$ cat src/rtl/pipe_ctrl_pkg.sv
// Shared definitions for the pipeline stall/flush controller and its hazard checks.
package pipe_ctrl_pkg;

  typedef enum logic [1:0] {
    RUN      = 2'd0,
    LU_STALL = 2'd1,
    FLUSH    = 2'd2,
    MEM_WAIT = 2'd3
  } state_t;

  // Instruction field bit ranges: [15:12] opcode, [11:8] rd, [7:4] rs, [3:0] rt
  localparam int unsigned OPC_HI = 15;
  localparam int unsigned OPC_LO = 12;
  localparam int unsigned RD_HI  = 11;
  localparam int unsigned RD_LO  = 8;
  localparam int unsigned RS_HI  = 7;
  localparam int unsigned RS_LO  = 4;
  localparam int unsigned RT_HI  = 3;
  localparam int unsigned RT_LO  = 0;

  localparam logic [3:0] OP_LW    = 4'hA;
  localparam logic [3:0] OP_SW    = 4'hB;
  localparam logic [3:0] REG_ZERO = 4'd0;

endpackage

$ cat src/rtl/hazard_detect.sv
// Combinational load-use detector: the ID instruction reads the register a load in EX writes.
module hazard_detect #(
  parameter logic [3:0] OP_LW = pipe_ctrl_pkg::OP_LW,
  parameter logic [3:0] OP_SW = pipe_ctrl_pkg::OP_SW
) (
  input  logic [15:0] id_inst,
  input  logic        id_valid,
  input  logic        ex_is_load,
  input  logic [3:0]  ex_rd,
  output logic        load_use
);
  import pipe_ctrl_pkg::*;

  logic [3:0] w_op;
  logic [3:0] w_rs;
  logic [3:0] w_rt;
  logic       w_uses_rt;
  logic       w_unused_rd;

  assign w_op = id_inst[OPC_HI:OPC_LO];
  assign w_rs = id_inst[RS_HI:RS_LO];
  assign w_rt = id_inst[RT_HI:RT_LO];
  // rd is a destination only; it never participates in a read hazard
  assign w_unused_rd = ^id_inst[RD_HI:RD_LO];

  // ALU-format ops (opcode[3]=0) and stores read rt; a load only reads rs
  always_comb begin
    w_uses_rt = ((w_op[3] == 1'b0) && (w_op != OP_LW)) || (w_op == OP_SW);
    load_use  = id_valid && ex_is_load && (ex_rd != REG_ZERO) &&
                ((ex_rd == w_rs) || (w_uses_rt && (ex_rd == w_rt)));
  end

endmodule

$ cat src/rtl/pipe_hazard_ctrl.sv
// Stall/flush sequencer for the 5-stage pipeline: load-use bubbles, branch flushes,
// memory-wait freeze and a saturating stall-cycle counter.
module pipe_hazard_ctrl #(
  parameter int unsigned LOAD_DELAY   = 2,
  parameter int unsigned FLUSH_CYCLES = 2,
  parameter logic [3:0]  OP_LW        = pipe_ctrl_pkg::OP_LW,
  parameter logic [3:0]  OP_SW        = pipe_ctrl_pkg::OP_SW
) (
  input  logic        clk,
  input  logic        rst,
  input  logic [15:0] id_inst,
  input  logic        id_valid,
  input  logic        ex_is_load,
  input  logic [3:0]  ex_rd,
  input  logic        branch_taken,
  input  logic        mem_busy,
  output logic        stall,
  output logic        pc_write,
  output logic        idex_bubble,
  output logic        flush,
  output logic        freeze,
  output logic [1:0]  state,
  output logic [15:0] stall_count
);
  import pipe_ctrl_pkg::*;

  state_t      r_state;
  state_t      w_next_state;
  logic [2:0]  r_cnt;
  logic [2:0]  w_next_cnt;
  logic [15:0] r_stall_count;
  logic        w_load_use;
  logic        w_stall;
  logic        w_pc_write;
  logic        w_bubble;
  logic        w_flush;
  logic        w_freeze;

  hazard_detect #(
    .OP_LW (OP_LW),
    .OP_SW (OP_SW)
  ) u_hazard_detect (
    .id_inst    (id_inst),
    .id_valid   (id_valid),
    .ex_is_load (ex_is_load),
    .ex_rd      (ex_rd),
    .load_use   (w_load_use)
  );

  // State and remaining-cycle counter register
  always_ff @(posedge clk or negedge rst) begin
    if (!rst) begin
      r_state <= RUN;
      r_cnt   <= '0;
    end else begin
      r_state <= w_next_state;
      r_cnt   <= w_next_cnt;
    end
  end

  // Next-state and Mealy control outputs; mem_busy overrides everything and holds state/cnt
  always_comb begin
    w_next_state = r_state;
    w_next_cnt   = r_cnt;
    w_stall      = 1'b0;
    w_pc_write   = 1'b0;
    w_bubble     = 1'b0;
    w_flush      = 1'b0;
    w_freeze     = 1'b0;
    if (mem_busy) begin
      w_stall  = 1'b1;
      w_freeze = 1'b1;
      if (r_state == RUN) w_next_state = MEM_WAIT;
    end else begin
      unique case (r_state)
        RUN: begin
          if (branch_taken) begin
            w_flush    = 1'b1;
            w_pc_write = 1'b1;
            if (FLUSH_CYCLES > 1) begin
              w_next_state = FLUSH;
              w_next_cnt   = 3'(FLUSH_CYCLES - 2);
            end
          end else if (w_load_use) begin
            w_stall  = 1'b1;
            w_bubble = 1'b1;
            if (LOAD_DELAY > 1) begin
              w_next_state = LU_STALL;
              w_next_cnt   = 3'(LOAD_DELAY - 2);
            end
          end else begin
            w_pc_write = 1'b1;
          end
        end
        MEM_WAIT: begin
          w_pc_write   = 1'b1;
          w_next_state = RUN;
        end
        LU_STALL: begin
          w_stall  = 1'b1;
          w_bubble = 1'b1;
          if (r_cnt == '0) w_next_state = RUN;
          else             w_next_cnt   = r_cnt - 3'd1;
        end
        FLUSH: begin
          w_flush    = 1'b1;
          w_pc_write = 1'b1;
          if (r_cnt == '0) w_next_state = RUN;
          else             w_next_cnt   = r_cnt - 3'd1;
        end
        default: w_next_state = RUN;
      endcase
    end
  end

  // Saturating count of cycles spent with stall asserted
  always_ff @(posedge clk or negedge rst) begin
    if (!rst) begin
      r_stall_count <= '0;
    end else if (w_stall && (r_stall_count != '1)) begin
      r_stall_count <= r_stall_count + 16'd1;
    end
  end

  assign stall       = w_stall    & rst;
  assign pc_write    = w_pc_write & rst;
  assign idex_bubble = w_bubble   & rst;
  assign flush       = w_flush    & rst;
  assign freeze      = w_freeze   & rst;
  assign state       = r_state;
  assign stall_count = r_stall_count;

endmodule

$ cat config.mk
export PLATFORM = sky130hd
export DESIGN_NAME = pipe_hazard_ctrl
export DESIGN_NICKNAME = d
export VERILOG_FILES = /design/src/rtl/pipe_ctrl_pkg.sv /design/src/rtl/hazard_detect.sv /design/src/rtl/pipe_hazard_ctrl.sv
export SDC_FILE = /design/constraint.sdc
export NUM_CORES = 1
export LEC_CHECK = 0
export ABC_CLOCK_PERIOD_IN_PS = 3350
export CAP_MARGIN = 20
export CORE_ASPECT_RATIO = 1.75
export CORE_MARGIN = 5
export CORE_UTILIZATION = 45
export DETAILED_ROUTE_END_ITERATION = 6
export PLACE_DENSITY_LB_ADDON = 0.25
export SETUP_SLACK_MARGIN = 0.05
export SLEW_MARGIN = 20
export SYNTH_ARGS = -nofsm -noshare
export SYNTH_HDL_FRONTEND = slang
export SYNTH_SLANG_ARGS = --single-unit
$ cat constraint.sdc
create_clock -name clk -period 3.35 [get_ports clk]
set_clock_uncertainty 0.2 [all_clocks]
set_input_delay 0.8375 -clock clk [delete_from_list [all_inputs] [get_ports clk]]
set_output_delay 0.8375 -clock clk [all_outputs]
set_load 0.01 [all_outputs]
# [Word-level counts from Yosys, hierarchy flattened]
# Cells that the tools add are included.
[word_totals] out_inout_bits=23 inputBits=26 ff_bits=21
[op_classes] eq_ne=13 addsub=2 reduce_logical=16 bitwise_logic=7 n_mux=23
[op_table] cell="$add A16 B1 Y16 const B" n=1
[op_table] cell="$ne A16 B16 Y1 const B" n=1
[op_table] cell="$mux W1" n=10
[op_table] cell="$mux W2" n=5
[op_table] cell="$mux W3" n=3
[op_table] cell="$eq A4 B4 Y1" n=2
[op_table] cell="$logic_and A1 B1 Y1" n=6
[op_table] cell="$pmux W1 S2" n=3
[op_table] cell="$pmux W2 S3" n=1
[op_table] cell="$pmux W3 S2" n=1
[op_table] cell="$and A1 B1 Y1" n=5
[op_table] cell="$eq A2 B2 Y1 const B" n=2
[op_table] cell="$eq A4 B4 Y1 const B" n=1
[op_table] cell="$ne A4 B3 Y1 const B" n=1
[op_table] cell="$ne A4 B4 Y1 const B" n=1
[op_table] cell="$reduce_and A4 Y1" n=1
[op_table] cell="$reduce_bool A4 Y1" n=1
[op_table] cell="$reduce_or A2 Y1" n=2
[op_table] cell="$logic_not A3 Y1" n=1
[op_table] cell="$ne A3 B1 Y1 const B" n=1
[op_table] cell="$ne A3 B2 Y1 const B" n=1
[op_table] cell="$reduce_and A3 Y1" n=1
[op_table] cell="$sub A3 B1 Y3 const B" n=1
[op_table] cell="$eq A2 B1 Y1 const B" n=1
[op_table] cell="6 further kinds" n=8

# [Depth between registers and ports, before layout]
# Gate-level depths: netlist (run 1).
[logic_depth] depth_word=11 ltp_mapped=8 mapped_depth_nobuf=7

# [Modules after synthesis]
# A second synthesis (run 1) with hierarchy kept.
[unflattened] hier_cells=139 hier_area_um2=1442.6
[modules_own_cells] module="pipe_hazard_ctrl" instances=1 cells_each=123 seq_area_each_um2=525.5 area_per_inst_um2=1310.0
[modules_own_cells] module="hazard_detect" instances=1 cells_each=16 seq_area_each_um2=0.0 area_per_inst_um2=132.6

# [Worst setup path after synthesis (run 1)]
# OpenSTA, ideal clock, no wires.
[synth_timing] path_type="input port to output port" startpoint="input port ex_rd[1]" endpoint="output port stall" slack_ns=0.211 required_time_ns=2.312 arrival_time_ns=2.101 n_path_buf=1 path_stages=5 path_cell_list="nor4_4 nor2_1 a221oi_4 buf_6 a21boi_1"
[synth_between] elab_chain_len=9 elab_cells_between_ends=12
[synth_lines] item="start, declared" line_no="pipe_hazard_ctrl.sv:14" source="input logic [3:0] ex_rd,"
[synth_lines] item="$eq A4 B4 Y1" line_no="hazard_detect.sv:30" source="((ex_rd == w_rs) || (w_uses_rt && (ex_rd == w_rt)));"
[synth_lines] item="$logic_and A1 B1 Y1" line_no="hazard_detect.sv:30"
[synth_lines] item="$logic_or A1 B1 Y1" line_no="hazard_detect.sv:30"
[synth_lines] item="$logic_and A1 B1 Y1 (*)" line_no="hazard_detect.sv:29" source="load_use = id_valid && ex_is_load && (ex_rd != REG_ZERO) &&"
[synth_lines] item="$mux W1 (*)" line_no="pipe_hazard_ctrl.sv:84" source="end else if (w_load_use) begin"
[synth_lines] item="$mux W1 (*)" line_no="pipe_hazard_ctrl.sv:77" source="if (branch_taken) begin"
[synth_lines] item="$pmux W1 S2 (*)" line_no="pipe_hazard_ctrl.sv:75" source="unique case (r_state)"
[synth_lines] item="$mux W1 (*)" line_no="pipe_hazard_ctrl.sv:70" source="if (mem_busy) begin"
[synth_lines] item="$and A1 B1 Y1 (*)" line_no="pipe_hazard_ctrl.sv:125" source="assign stall = w_stall & rst;"
[synth_lines] item="end, declared" line_no="pipe_hazard_ctrl.sv:17" source="output logic stall,"
# Mark *: on every way between the ends. The rest lies on a longest branch, timed or not.

# [Final worst setup path (run 1)]
[layout_timing] startpoint="input port id_inst[13]" endpoint="output port pc_write"
[layout_between] elab_chain_len=11 elab_cells_between_ends=12
[layout_lines] item="start, declared" line_no="pipe_hazard_ctrl.sv:11" source="input logic [15:0] id_inst,"
[layout_lines] item="$ne A4 B4 Y1" line_no="hazard_detect.sv:28" source="w_uses_rt = ((w_op[3] == 1'b0) && (w_op != OP_LW)) || (w_op == OP_SW);"
[layout_lines] item="$logic_and A1 B1 Y1" line_no="hazard_detect.sv:28"
[layout_lines] item="$logic_or A1 B1 Y1 (*)" line_no="hazard_detect.sv:28"
[layout_lines] item="$logic_and A1 B1 Y1 (*)" line_no="hazard_detect.sv:30"
[layout_lines] item="$logic_or A1 B1 Y1 (*)" line_no="hazard_detect.sv:30"
[layout_lines] item="$logic_and A1 B1 Y1 (*)" line_no="hazard_detect.sv:29"
[layout_lines] item="$mux W1 (*)" line_no="pipe_hazard_ctrl.sv:84"
[layout_lines] item="$mux W1 (*)" line_no="pipe_hazard_ctrl.sv:77"
[layout_lines] item="$pmux W1 S2 (*)" line_no="pipe_hazard_ctrl.sv:75"
[layout_lines] item="$mux W1 (*)" line_no="pipe_hazard_ctrl.sv:70"
[layout_lines] item="$and A1 B1 Y1 (*)" line_no="pipe_hazard_ctrl.sv:126" source="assign pc_write = w_pc_write & rst;"
[layout_lines] item="end, declared" line_no="pipe_hazard_ctrl.sv:18" source="output logic pc_write,"
# Marks and branches as above.

==> impl_metrics.csv, run 1 <==
group,metric,value,unit
outcome,status,"completed",
worst_setup_path,cpPeakStageDelay,0.46,ns
timing,maxSlewHeadroom,65.3,%
worst_setup_path,path_cells,"clkdlybuf4s50_1 > nand3b_1 > a211oi_2 > a22oi_1 > o21ai_1 > a211oi_2 > buf_2",
timing,worst_slack,0.0594,ns
routing,ant_nets,0,
timing,tns,0,ns
floorplanning,die-area,4780,um^2
yosys,synthTopCellsByArea,"dfrtp_1 (34%), xor2_1 (11%), ha_1 (7.2%)",
pwr,ir_worst_vdd,0.636,mV
routing,via_per_inst,5.51,
yosys,seq_area_frac_synth,33.8,%
clocking,cts.sinks,21,
clocking,clk_latency,0.26,ns
yosys,synth_ff_type,"dfrtp_1",
floorplanning,ios,49,
worst_setup_path,worstPathMaxFanout,2,
clocking,cts_root_buf,"clkbuf_8",
placement,preCtsSetupSlack,-0.651,ns
routing,vias,1377,
worst_setup_path,crit_buf_inv,2,
yosys,synth_top_family_by_area,"compound AO/OA/AOI/OAI gates",
yosys,synth_compound_area_share,19.9,%
routing,routedWlPerCell,17.5,um
clocking,cts_buffer_depth,2,
timing,rsz0062_at_grt,"yes",
timing,finalMaxSlewViolations,0,
yosys,syn-num-nets,176,
pwr,p_leak,0.983,nW
cells_and_area,multi_input_area,1050,um^2
worst_hold_path,min_path_type,"reg2reg",
run,cap_violations,0,
global_routing,grt_usage,19.8,%
yosys,synthSimpleGateAreaFrac,17.9,%
clocking,cts_tree,"built",
global_routing,overflow,0,
yosys,syn_inst,141,
worst_setup_path,cp_top_family,"compound AO/OA/AOI/OAI gates",
worst_setup_path,end_kind,"output port",
clocking,numCtsBuffers,3,
yosys,syn_area_per_cell,11.0,um^2
floorplanning,die-height,87.8,um
yosys,synth_fa_ha_area_share,7.24,%
yosys,synthTopCellsByCount,"dfrtp_1 (21), xor2_1 (20), inv_1 (10)",
placement,dp_hpwl,3.23,mm
global_routing,grt_max_degree,19,
yosys,synth_seq_cells,21,
floorplanning,initial_core_util,46.2,%
clocking,ctsHoldBuffers,0,
yosys,synth-edff-count,0,
yosys,async_reset_ff_share,100,%
yosys,synth-xor-area-share,13.0,%
cells_and_area,final_nets,241,
floorplanning,num_rows,28,
global_routing,grt_pass1_vias,1500,
timing,fmax,0.304,GHz
pwr,power.density,668,nW/um^2
worst_setup_path,cp_slowest_cell,"clkdlybuf4s50_1",
cells_and_area,fillerInstances,273,
yosys,synth_top_area_cell,"dfrtp_1",
cells_and_area,synthToLayoutAreaGrowth,46.6,%
global_routing,grt_pass1_wl,6.96,mm
routing,finalWirelength,4.36,mm
routing,firstDrtPassIters,4,
yosys,netlist_area,1560,um^2
yosys,yosysMostFrequentCell,"dfrtp_1",
global_routing,antenna_found_initial,0,
routing,drtIter0Drc,19,
placement,gp_congestion,0.760,
worst_setup_path,crit_path_start_kind,"input pin",
yosys,yosys_warnings,0,
yosys,yosysUniqueCellTypes,37,
timing,fin_crit_sh,98.2,%
timing,finalHoldViolations,0,
floorplanning,die_width,54.4,um
worst_setup_path,critical_path_class,"in2out",
cells_and_area,register_area,526,um^2
timing,fin_crit,3.29,ns
cells_and_area,drive_gt1_share,32.7,%
worst_setup_path,cp_data_required_time,2.31,ns
timing,setup_viol_count_final,0,
clocking,clk_pin_slew,0.07,ns
cells_and_area,n_antenna_cell,0,
timing,worst_pin_slew,0.521,ns
floorplanning,core_area,3360,um^2
yosys,synthMuxAreaShare,4.18,%
routing,drc_errors,0,
placement,placement.io_buffers,44,
yosys,synth_top_area_share,33.8,%
worst_setup_path,cp_data_arrival_time,2.25,ns
clocking,htree_levels,1,
worst_setup_path,cp_common_cell,"a211oi_2",
worst paths after layout:
path / start / to / slack, ns / cells past startpoint
max: id_inst[13] / pc_write / 0.06 / 7
min: stall_count[12]$_DFFE_PN0P_ / stall_count[12]$_DFFE_PN0P_ / 0.31 / 1
max reg2reg: state[1]$_DFFE_PN0P_ / stall_count[14]$_DFFE_PN0P_ / 0.75 / 10
min reg2reg: stall_count[12]$_DFFE_PN0P_ / stall_count[12]$_DFFE_PN0P_ / 0.31 / 1
max in group asynchronous: rst / r_cnt[1]$_DFFE_PN0P_ / 1.94 / 2
min in group asynchronous: rst / state[0]$_DFFE_PN0P_ / 0.73 / 2
kinds of logic after synthesis:
group | count (synthesis)
adder cells (fa/ha/maj) | 9
AND/OR/NAND/NOR | 41
buffers and inverters | 13
multiplexers | 6
XOR/XNOR | 23
flip-flops | 21
AO/OA/AOI/OAI | 28
through the flow:
step                      power, mW  utilization, %  cell area (um^2)  cells  hold WS, ns
after CTS                      1.52            66.5              2240    248        0.314
final                          1.52            67.8              2280    250        0.309
after detailed placement       1.34            63.5              2140    241        0.301
after global routing           1.65            67.8              2280    250        0.320
after floorplan               0.973               -              1560    141        0.289
after global placement         1.29            63.5              2140    241        0.278
state kept, by name (all words and copies together), names as in the netlist:
name,count
stall_count,16
r_cnt,3
state,2
worst register-to-register path, delay by kind of cell, from the launching register on:
kind | cells | cell delay, ns
adder cells (fa/ha/maj) | 1 | 0.19
XOR/XNOR | 1 | 0.18
AO/OA/AOI/OAI | 3 | 0.70
flip-flops | 1 | 0.45
AND/OR/NAND/NOR | 1 | 0.14
buffers and inverters | 4 | 0.69
where the power goes:
| group | internal, mW | switching (mW) | total [mW] | leakage [nW] |
|---|---|---|---|---|
| clock | 0.0830 | 0.0837 | 0.167 | 0.0255 |
| combinational | 0.436 | 0.451 | 0.887 | 0.709 |
| sequential | 0.356 | 0.114 | 0.470 | 0.249 |
area by class of cell:
type | instances | area share (%)
sequential | 21 | 23.1
tap | 45 | 2.47
multi-input combinational | 107 | 46.1
inverter | 10 | 1.65
clock buffer | 3 | 1.81
clock inverter | 1 | 0.220
timing repair buffer | 63 | 24.7
metal layers:
| metal | share of wire [%] | GRT usage (%) | vias to the layer above |
|---|---|---|---|
| met5 | 0 | 0 | - |
| met4 | 2.6 | 8.84 | 0 |
| met3 | 4.4 | 2.90 | 10 |
| met2 | 58 | 37.0 | 35 |
| met1 | 35 | 20.6 | 697 |
| li1 | - | - | 635 |
placed cells by master, fill, tap and decap left out, drive strengths merged:
master	Yosys	layout
ha	9	9
a221oi	2	2
or3	2	2
nand3b	1	1
nor4	4	4
xnor2	3	3
dfrtp	21	21
nand3	5	5
nand2b	5	5
a22oi	1	1
dlygate4sd2	0	5
or2	2	2
clkbuf	0	3
a21boi	1	1
buf	3	26
nand2	6	6
clkinv	0	1
inv	10	10
mux2	1	1
or4	2	2
nand4	4	4
mux2i	5	5
clkdlybuf4s50	0	26
and2	1	1
a211oi	6	6
a21oi	9	9
o21ai	1	1
xor2	20	20
nor2	6	6
a2111oi	7	7
or4b	1	1
a211o	1	1
dlymetal6s2s	0	6
nand4b	1	1
or3b	1	1
timing repair:
action | 4_1_cts | 5_1_grt
pin swaps | 10 | 8
setup buffers | 3 | 2
gates resized for setup | 44 | 13
setup endpoints to repair | 4 | 4
Power figures use the tool's default switching activity.
==> run 2, diff against run 1 <==
--- a/config.mk
+++ b/config.mk
@@ -11,9 +11,9 @@
 export CORE_MARGIN = 5
 export CORE_UTILIZATION = 45
 export DETAILED_ROUTE_END_ITERATION = 6
+export GPL_TIMING_DRIVEN = 0
 export PLACE_DENSITY_LB_ADDON = 0.25
 export SETUP_SLACK_MARGIN = 0.05
-export SLEW_MARGIN = 20
 export SYNTH_ARGS = -nofsm -noshare
 export SYNTH_HDL_FRONTEND = slang
 export SYNTH_SLANG_ARGS = --single-unit
==> impl_metrics.csv, run 2 (synthesis results as in run 1) <==
group,metric,value,unit
worst_setup_path,r2r-end,"stall_count[14]$_DFFE_PN0P_",
worst_setup_path,cp_data_required_time,2.31,ns
cells_and_area,final_cell_mix,"clkdlybuf4s50_1 (23), dfrtp_1 (21), buf_4 (13)",
clocking,cts_buffer_depth,2,
routing,finalWirelength,4.25,mm
timing,finalHoldViolations,0,
timing,fmax,0.301,GHz
floorplanning,die_width,54.4,um
pwr,p_comb_share,57.1,%
floorplanning,die-height,87.8,um
outcome,status,"completed",
clocking,cts.sinks,21,
pwr,ir_worst_vdd,0.470,mV
worst_setup_path,cp_data_arrival_time,2.28,ns
worst_setup_path,worstPathMaxFanout,2,
global_routing,overflow,0,
cells_and_area,register_area,526,um^2
worst_setup_path,cp_common_cell,"a211oi_2",
cells_and_area,n_antenna_cell,0,
global_routing,grt_pass1_vias,1454,
pwr,power.share.clock,11.4,%
placement,dp.cells,230,
global_routing,antenna_found_initial,0,
cells_and_area,final_nets,236,
timing,setup_viol_count_final,0,
worst_setup_path,r2r_start,"state[0]$_DFFE_PN0P_",
worst_setup_path,cp_top_family,"compound AO/OA/AOI/OAI gates",
routing,routedWlPerCell,17.3,um
floorplanning,ios,49,
pwr,p_seq_share,31.5,%
routing,ant_nets,0,
cells_and_area,largest_register_ffs,16,
worst_setup_path,path_cells,"clkdlybuf4s50_1 > nand3b_1 > a211oi_2 > a22oi_1 > o21ai_1 > a211oi_2 > buf_2",
worst_setup_path,crit_buf_inv,2,
floorplanning,die-area,4780,um^2
cells_and_area,fin_cells,245,
timing,maxSlewHeadroom,53.0,%
pwr,p_leak,0.921,nW
cells_and_area,mostFrequentLayoutCell,"clkdlybuf4s50_1",
pwr,p_sw_share,42.7,%
clocking,cts_tree,"built",
placement,placement.io_buffers,44,
global_routing,grt_max_degree,25,
routing,via_per_inst,5.37,
worst_setup_path,rrSetupSlack,0.65,ns
cells_and_area,synthToLayoutAreaGrowth,44.4,%
routing,vias,1315,
routing,drtIter0Drc,18,
worst_setup_path,crit_path_start_kind,"input pin",
global_routing,grt_usage,19.6,%
clocking,ctsHoldBuffers,0,
timing,worst_pin_slew,0.699,ns
pwr,power.density,671,nW/um^2
pwr,intPower,0.864,mW
cells_and_area,fillerInstances,290,
timing,fin_crit,3.32,ns
floorplanning,initial_core_util,46.2,%
timing,fin_crit_sh,99.2,%
floorplanning,core_area,3360,um^2
clocking,clk_pin_slew,0.08,ns
cells_and_area,multi_input_area,1050,um^2
pwr,p_sw,0.643,mW
routing,drc_errors,0,
placement,gp_congestion,0.802,
cells_and_area,drive_gt1_share,33.0,%
clocking,cts_root_buf,"clkbuf_8",
worst_setup_path,end_kind,"output port",
timing,rsz0062_at_grt,"yes",
run,cap_violations,0,
timing,finalMaxSlewViolations,0,
worst_hold_path,min_path_type,"in2async",
worst_setup_path,cpPeakStageDelay,0.48,ns
routing,firstDrtPassIters,4,
clocking,numCtsBuffers,3,
worst_setup_path,reg2regPathDepth,9,
global_routing,grt_pass1_wl,6.87,mm
worst_setup_path,cp_slowest_cell,"clkdlybuf4s50_1",
pwr,finalPower,1.51,mW
worst_setup_path,critical_path_class,"in2out",
clocking,clk_latency,0.27,ns
clocking,htree_levels,1,
placement,dp_hpwl,3.04,mm
floorplanning,num_rows,28,
==> run 2: changes by cell type in the layout (fill, tap and decap cells not counted), sizes merged <==
cell / change
buf: -5
dlygate4sd2: +5
dlymetal6s2s: -4
clkdlybuf4s50: -3
clkbuf: +2
clkinvlp: +2
clkinv: -1
inv: -1
==> run 2: what timing repair did <==
| item | 4_1_cts | 5_1_grt |
|---|---|---|
| setup buffers | 10 | 2 |
| endpoints found under the setup margin | 5 | 4 |
| pin swaps | 7 | 10 |
| gates resized for setup | 58 | 23 |
==> run 2: stage by stage <==
step	util, %	hold slack (ns)	worst slack [ns]	TNS [ns]	instance area [um^2]
floorplan	-	0.289	0.211	0	1560
global placement	61.0	0.281	-0.947	-3.72	2050
detailed placement	61.0	0.290	-1.00	-4.07	2050
CTS	65.4	0.308	0.0364	0	2200
global route	66.8	0.287	-0.0400	-0.0400	2250
finish	66.8	0.282	0.0280	0	2250
==> run 2: worst reg2reg max path, delay by kind of cell, from the launching register on <==
kind            cells  cell delay (ns)
compound gates      3             0.83
simple gates        1             0.20
fa+ha+maj           1             0.29
buf+inv             3             0.47
xor+xnor            1             0.17
flops               1             0.47
==> run 2: power by group through the flow <==
stage | logic [mW] | registers, mW | clock network [mW]
CTS | 0.856 | 0.476 | 0.179
floorplan | 0.477 | 0.496 | 0
global placement | 0.805 | 0.472 | 0
finish | 0.860 | 0.475 | 0.172
detailed placement | 0.830 | 0.480 | 0
global route | 0.937 | 0.496 | 0.191
==> run 2: layout make-up <==
class                   instances  area share (%)
inverters                      10            1.84
clock buffers                   3            1.84
clock inverters                 1           0.334
flip-flops and latches         21            23.4
plain buffers                   2           0.836
multi-input cells             107            46.9
repair buffers                 56            22.4
well taps                      45            2.51
==> run 2: layer usage <==
layer	vias up	GRT usage [%]	wire (um)
met3	14	3.58	186
met1	638	19.9	1510
li1	624	-	-
met2	39	36.9	2440
met4	0	7.94	116
met5	-	0	0
==> run 2: worst max path at each step <==
stage,start,endpoint,slack (ns),depth (start not counted)
after floorplan,ex_rd[1],stall,0.21,5
after global placement,ex_rd[1],stall,-0.95,7
after detailed placement,ex_rd[1],stall,-1.00,7
after CTS,ex_is_load,stall,0.04,7
after global routing,id_inst[13],pc_write,-0.04,7
final,id_inst[13],pc_write,0.03,7
